**src/rtl/cpu_types_pkg.sv**
```systemverilog
// cpu_types_pkg
//   Shared CPU-side types: the ram word, the ram handshake state and the
//   memory arbiter's FSM state.
package cpu_types_pkg;

    typedef logic [31:0] word_t;

    // Reported by the variable-latency ram every cycle.
    typedef enum logic [1:0] {
        FREE,
        BUSY,
        ACCESS,
        ERROR
    } ramstate_t;

    typedef enum logic [1:0] {
        IDLE,
        DSERV,
        ISERV
    } arbstate_t;

endpackage

```
**src/rtl/mem_arbiter.sv**
```systemverilog
// mem_arbiter
//   Shares the single variable-latency ram port between the instruction-fetch
//   port and the data port. The grant is registered and held for the whole
//   access, so the ram sees stable enables/address until it reports ACCESS.
//   Ties are broken round-robin; a watchdog abandons accesses that never finish.
//
// Ports
//   CLK, nRST                 clock (rising edge), async active-low reset
//   iREN, iaddr               instruction read request / word address
//   iload, iwait              instruction read data / hold-request flag
//   dREN, dWEN, daddr, dstore data read/write request, address, write value
//   dload, dwait              data read data / hold-request flag
//   ramREN, ramWEN, ramaddr,
//   ramstore                  ram request side
//   ramload, ramstate         ram response side
//   memerr                    sticky watchdog flag, cleared only by reset
//
// state | meaning
// ------+---------------------------------------------------------------
// IDLE  | no grant; ram enables low, both waits high
// DSERV | data port owns the ram until ACCESS, abort or watchdog expiry
// ISERV | instruction port owns the ram until ACCESS, abort or expiry
module mem_arbiter
    import cpu_types_pkg::*;
#(
    parameter int TIMEOUT = 64
) (
    input  logic      CLK,
    input  logic      nRST,
    input  logic      iREN,
    input  word_t     iaddr,
    output word_t     iload,
    output logic      iwait,
    input  logic      dREN,
    input  logic      dWEN,
    input  word_t     daddr,
    input  word_t     dstore,
    output word_t     dload,
    output logic      dwait,
    output logic      ramREN,
    output logic      ramWEN,
    output word_t     ramaddr,
    output word_t     ramstore,
    input  word_t     ramload,
    input  ramstate_t ramstate,
    output logic      memerr
);

    localparam int WD_W = $clog2(TIMEOUT + 1);

    arbstate_t       state, next_state;
    logic            prio, next_prio;
    logic [WD_W-1:0] wdcnt;
    logic            wd_expired;
    logic            set_err;
    logic            d_req, i_req;

    assign d_req      = dREN | dWEN;
    assign i_req      = iREN;
    assign wd_expired = (wdcnt == WD_W'(TIMEOUT - 1));

    // Read data goes straight through; it is only meaningful while the
    // matching wait is low.
    assign iload = ramload;
    assign dload = ramload;

    always_ff @(posedge CLK or negedge nRST) begin
        if (!nRST) begin
            state  <= IDLE;
            prio   <= 1'b0;
            wdcnt  <= '0;
            memerr <= 1'b0;
        end else begin
            state  <= next_state;
            prio   <= next_prio;
            memerr <= memerr | set_err;
            // Zero during IDLE, so the first service cycle always starts at 0.
            if (state == IDLE)
                wdcnt <= '0;
            else
                wdcnt <= wdcnt + WD_W'(1);
        end
    end

    always_comb begin
        next_state = state;
        next_prio  = prio;
        set_err    = 1'b0;
        ramREN     = 1'b0;
        ramWEN     = 1'b0;
        ramaddr    = '0;
        ramstore   = '0;
        iwait      = 1'b1;
        dwait      = 1'b1;

        case (state)
            IDLE: begin
                if (d_req && i_req)
                    next_state = prio ? ISERV : DSERV;
                else if (d_req)
                    next_state = DSERV;
                else if (i_req)
                    next_state = ISERV;
            end

            DSERV: begin
                ramaddr  = daddr;
                ramstore = dstore;
                ramWEN   = dWEN;
                ramREN   = dREN & ~dWEN;
                // Abort takes precedence: a dropped request never sees a
                // wait pulse and leaves the round-robin pointer alone.
                if (!d_req) begin
                    next_state = IDLE;
                end else if (ramstate == ACCESS) begin
                    dwait      = 1'b0;
                    next_state = IDLE;
                    next_prio  = 1'b1;
                end else if (wd_expired) begin
                    next_state = IDLE;
                    next_prio  = 1'b1;
                    set_err    = 1'b1;
                end
            end

            ISERV: begin
                ramaddr = iaddr;
                ramREN  = iREN;
                if (!i_req) begin
                    next_state = IDLE;
                end else if (ramstate == ACCESS) begin
                    iwait      = 1'b0;
                    next_state = IDLE;
                    next_prio  = 1'b0;
                end else if (wd_expired) begin
                    next_state = IDLE;
                    next_prio  = 1'b0;
                    set_err    = 1'b1;
                end
            end

            default: next_state = IDLE;
        endcase
    end

endmodule

```
**config.mk**
```make
export PLATFORM = sky130hd
export DESIGN_NAME = mem_arbiter
export DESIGN_NICKNAME = d
export VERILOG_FILES = /design/src/rtl/cpu_types_pkg.sv /design/src/rtl/mem_arbiter.sv
export SDC_FILE = /design/constraint.sdc
export NUM_CORES = 1
export LEC_CHECK = 0
export ABC_AREA = 1
export BUFFER_PORTS_ARGS = -buffer_cell sky130_fd_sc_hd__buf_2
export CORE_AREA = 2 2 103 105
export CTS_CLUSTER_SIZE = 14
export DETAILED_ROUTE_END_ITERATION = 6
export DIE_AREA = 0 0 105 107
export HOLD_SLACK_MARGIN = 0.15
export SLEW_MARGIN = 40
export SYNTH_ARGS = -nofsm -noshare
export SYNTH_HDL_FRONTEND = slang
export SYNTH_SLANG_ARGS = --single-unit
```
**constraint.sdc**
```tcl
create_clock -name CLK -period 2.25 [get_ports CLK]
set_input_delay 0.45 -clock CLK [delete_from_list [all_inputs] [get_ports CLK]]
set_output_delay 0.45 -clock CLK [all_outputs]
set_load 0.02 [all_outputs]
```
## Word level (Yosys, flattened, before mapping)

Index checks and enable logic that the tools add are counted.

| storage, ports and cells | value |
|---|---|
| bits in registers | 11 |
| bits of input ports | 135 |
| output and inout port bits | 133 |
| word-level logic and storage cells | 53 |

| operators by class | value |
|---|---|
| add/sub/neg operators | 1 |
| eq/ne operators | 9 |
| mux-type cells | 31 |
| bitwise gates (word level) | 4 |
| reduce and logical (&&, ||, !) cells | 4 |

Operators by type and width:

| cell | count |
|---|---|
| one-hot mux 32 bit (2 select lines) | 1 |
| two-way mux 32 bit | 1 |
| two-way mux 1 bit | 16 |
| two-way mux 2 bit | 8 |
| adder 7 x 1 -> 7 bit, second input constant | 1 |
| equality test 7 x 6 -> 1 bit, second input constant | 1 |
| two-way mux 7 bit | 1 |
| != test 3 bit, second input constant | 2 |
| one-hot mux 1 bit (2 select lines) | 3 |
| one-hot mux 2 bit (3 select lines) | 1 |
| AND reduction 5 bit | 1 |
| equality test 2 bit, second input constant | 2 |
| != test 2 bit, second input constant | 2 |
| != test 4 x 3 -> 1 bit, second input constant | 1 |
| equality test 2 x 1 -> 1 bit, second input constant | 1 |
| logical NOT 2 bit | 1 |
| bitwise OR 1 bit | 2 |
| nonzero test 2 bit | 1 |
| bitwise AND 1 bit | 1 |
| logical AND 1 bit | 1 |
| inverter 1 bit | 1 |

## Depth between registers and ports, before layout

| logic depth | value |
|---|---|
| depth after elaboration | 6 |
| gate-level depth with buffers | 11 |
| depth with buffers taken out | 10 |

## Worst setup path after synthesis

Ideal clock, no wire load.

| path | value |
|---|---|
| path type | register to output |
| from | register state[0] |
| to | output ramREN |
| data arrival time | 1.424 ns |
| required time | 1.800 ns |
| slack | 0.376 ns |
| cell stages (with the launch flop) | 6 |
| buffers on the path | 1 |
| cells stage by stage | dfrtp_1 inv_1 ha_1 clkinv_1 clkbuf_1 a21oi_1 |

| on the way | value |
|---|---|
| word-level cells in the longest chain between the ends | 2 |
| elaborated cells between the ends (all ways) | 3 |
| those cells by class | 2 x eq/ne; 1 x mux |

Ends and longest elaborated chain:

| what | RTL line | source |
|---|---|---|
| from (decl) | mem_arbiter.sv:51 | `arbstate_t state, next_state;` |
| from (signal assigned) | mem_arbiter.sv:74 | `state <= next_state;` |
| equality test 2 bit or equality test 2 x 1 -> 1 bit (tied branches) | mem_arbiter.sv:96 | `case (state)` |
| one-hot mux 1 bit (2 select lines) (*) | mem_arbiter.sv:96 |  |
| to (decl) | mem_arbiter.sv:40 | `output logic ramREN,` |

Mark *: on every way between the ends. The rest lies on a longest branch, timed or not.

## Worst setup path in the final report

| path | value |
|---|---|
| from | register state[1] |
| to | output ramaddr[29] |

| on the way | value |
|---|---|
| word-level cells in the longest chain between the ends | 2 |
| elaborated cells between the ends (all ways) | 3 |
| those cells by class | 2 x eq/ne; 1 x mux |

Ends and longest elaborated chain:

| what | RTL line | source |
|---|---|---|
| equality test 2 bit or equality test 2 x 1 -> 1 bit (tied branches) | mem_arbiter.sv:96 |  |
| one-hot mux 32 bit (2 select lines) (*) | mem_arbiter.sv:96 |  |
| to (decl) | mem_arbiter.sv:42 | `output word_t ramaddr,` |

Marks and branches as above.

==> results.sh <==
export IMPL_slew_viol_final=0
export IMPL_synthAdderAreaFrac_pct=3.292
export IMPL_arrival_ps=1660
export IMPL_grt_overflow_total=0
export IMPL_ys_top_cells_by_count="nand2_1, buf_4, inv_1, a21oi_1, dfrtp_1"
export IMPL_cpLargestDelayFamily="buffers and inverters"
export IMPL_yosys_warnings=0
export IMPL_die_x_um=105
export IMPL_synthXorXnorAreaFrac_pct=0
export IMPL_cellPowerDensity_nw_per_um2=999.7
export IMPL_synthTopCellsByArea="buf_4, nand2_1, dfrtp_1, a21oi_1, inv_1"
export IMPL_wl_mm=8.248
export IMPL_nets=576
export IMPL_drtAntennaViolNets=0
export IMPL_yosys_area_share_simple_pct=30.22
export IMPL_coreArea_um2=10090
export IMPL_cts_tree="yes"
export IMPL_antennaDiodeCount=0
export IMPL_gp_congestion=0.7635
export IMPL_synth_top_family_by_area="buffers and inverters"
export IMPL_synth_top_area_share_pct=26.07
export IMPL_dr_pass1_iters=4
export IMPL_critPathBufInv=3
export IMPL_final_layout_size_suffix_gt1_share_pct=44.14
export IMPL_crit_path_top_delay_cell="dfrtp_1"
export IMPL_grt_setup_unrepaired="yes"
export IMPL_via_count=2237
export IMPL_initial_core_util_pct=18.83
export IMPL_synth_async_reset_ratio_pct=100.0
export IMPL_antenna_found_initial=0
export IMPL_syn_area_per_cell_um2=5.725
export IMPL_worstSetupPathDepth=6
export IMPL_synth_top_area_cell="buf_4"
export IMPL_dieArea_um2=11240
export IMPL_ios=268
export IMPL_setup_viol_count_final=0
export IMPL_vias_per_cell=3.918
export IMPL_grt_pass1_vias=2052
export IMPL_hold_viol=0
export IMPL_drc=0
export IMPL_syn_area_um2=1901
export IMPL_clockBufferDepth=2
export IMPL_fin_util_pct=24.68
export IMPL_clkLatencyLatePin_ps=240
export IMPL_total_power_w=0.002490
export IMPL_synth_nets=472
export IMPL_groute_usage_overall_pct=13.59
export IMPL_critPathMaxFanout=23
export IMPL_startpoint_type="register"
export IMPL_synthFlopType="dfrtp_1"
export IMPL_drtIter0Drc=170
export IMPL_crit_chain="inv_1 -> ha_2 -> buf_6 -> nand2_1 -> a21oi_1 -> buf_2"
export IMPL_hold_path_class="reg2reg"
export IMPL_cellLeakagePower_nw=1.614
export IMPL_path_class="reg2out"
export IMPL_grt_max_degree=47
export IMPL_yosysSeqAreaShare_pct=14.48
export IMPL_rr_worst_depth=11
export IMPL_drt_wirelength_per_cell_um=14.44
export IMPL_maxCapViolCount=0
export IMPL_clock_sinks=11
export IMPL_clock_fmax_mhz=472.8
export IMPL_ys_ff_latch=11
export IMPL_yosysMostFrequentCell="nand2_1"
export IMPL_cts_max_level=1
export IMPL_synthMuxAreaShare_pct=0
export IMPL_synth_edf_count=0
export IMPL_ys_types=23
export IMPL_die_h_um=107
export IMPL_whs_path_depth=1
export IMPL_port_buffers=171
export IMPL_cts_root_buf="clkbuf_8"
export IMPL_synth_compound_area_share_pct=12.38
export IMPL_hold_slack_ps=449.4
export IMPL_cts_made_buffers=3
export IMPL_synthCells=332
export IMPL_num_rows=37
export IMPL_period_share_pct=94.00
export IMPL_peakVddDrop_uv=300.6
export IMPL_cp_end_kind="output port"
export IMPL_cp_required_ps=1800
export IMPL_outcome="finished clean"
export IMPL_syn2layout_area_growth_pct=31.07
export IMPL_slowest_delay_ps=420
export IMPL_slew_headroom_pct=76.78
export IMPL_grt_pass1_wl_mm=11.84
export IMPL_path_clk_slew_ps=50
export IMPL_dp_final_hpwl_mm=7.058
export IMPL_period_minus_slack_ps=2115
export IMPL_clock_skew_ps=2.206
export IMPL_setup_tns_ps=0
export IMPL_worst_slew_pin_slew_ps=347.0
final cells by class:
type | instances | area (um^2)
repair buffers | 178 | 935.9
multi-input cells | 193 | 878.3
clock inverters | 1 | 5.005
fillers | 1228 | 7601
well taps | 136 | 170.2
inverters | 49 | 183.9
flip-flops and latches | 11 | 276.5
clock buffers | 3 | 41.29
per-layer routing:
metal / GRT usage, % / wire (um) / vias to the layer above
met2: 21.57 / 3822 / 127
li1: - / - / 1144
met5: 0 / 0 / -
met4: 1.524 / 44 / 0
met3: 5.897 / 836 / 6
met1: 17.62 / 3544 / 960
through the flow:
stage,setup slack (ps),cells,cell area [um^2]
final,135.0,571,2491
after global routing,1.586,571,2491
after detailed placement,284.7,566,2417
after CTS,16.27,571,2474
after floorplan,376.2,332,1901
after global placement,286.8,566,2417
cells in the final DEF (no fill, tap or decap), drive strengths merged:
cell type	netlist	final
a21oi	40	40
buf	76	176
clkbuf	3	4
clkinv	1	2
dfrtp	11	11
dlygate4sd3	0	1
ha	5	5
inv	48	48
nand2	117	117
nand3	10	10
nand4	1	1
nor2	10	10
nor3	3	3
o211ai	1	1
o21ai	4	4
o21bai	1	1
or2	1	1
cell families after synthesis:
family                     after synthesis
AOI/OAI and AO/OA                       46
and+or+nand+nor                        142
buffers and inverters                  128
adders and majority gates                5
DFF                                     11
worst reg2reg max path, cell delays in order (launching register included):
cell and delay (ps):
dfrtp_1 420, inv_1 100, ha_2 210, buf_12 220
nand2_1 130, nand3_1 120, nand2_1 60, inv_1 50
nand2_1 50, nand2_1 60, nand2_1 40, nand2_1 50
where the power goes:
group,internal [W],switching [W]
clock network,0.000122,0.0000796
logic,0.000637,0.00137
registers,0.000245,0.0000406
total,0.00100,0.00149
registers in the layout (all words and copies together), names as in the netlist:
name / flops
memerr: 1
wdcnt: 7
prio: 1
state: 2
timing repair:
action	in CTS	in global routing
hold buffers	1	0
endpoints found under the hold margin	11	0
endpoints found under the setup margin	0	9
setup buffers	0	0
resized for setup	0	6
worst paths after layout:
kind,startpoint,end,slack [ps]
worst max-delay path,state[1],ramaddr[29],140
worst max register to register,state[1],state[0],680
max in group asynchronous,nRST,state[0],1410
worst min register to register,wdcnt[0],wdcnt[0],450
min in group asynchronous,nRST,wdcnt[4],610
worst min-delay path,wdcnt[0],wdcnt[0],450
Note: power is estimated with default switching activity, not from simulation.
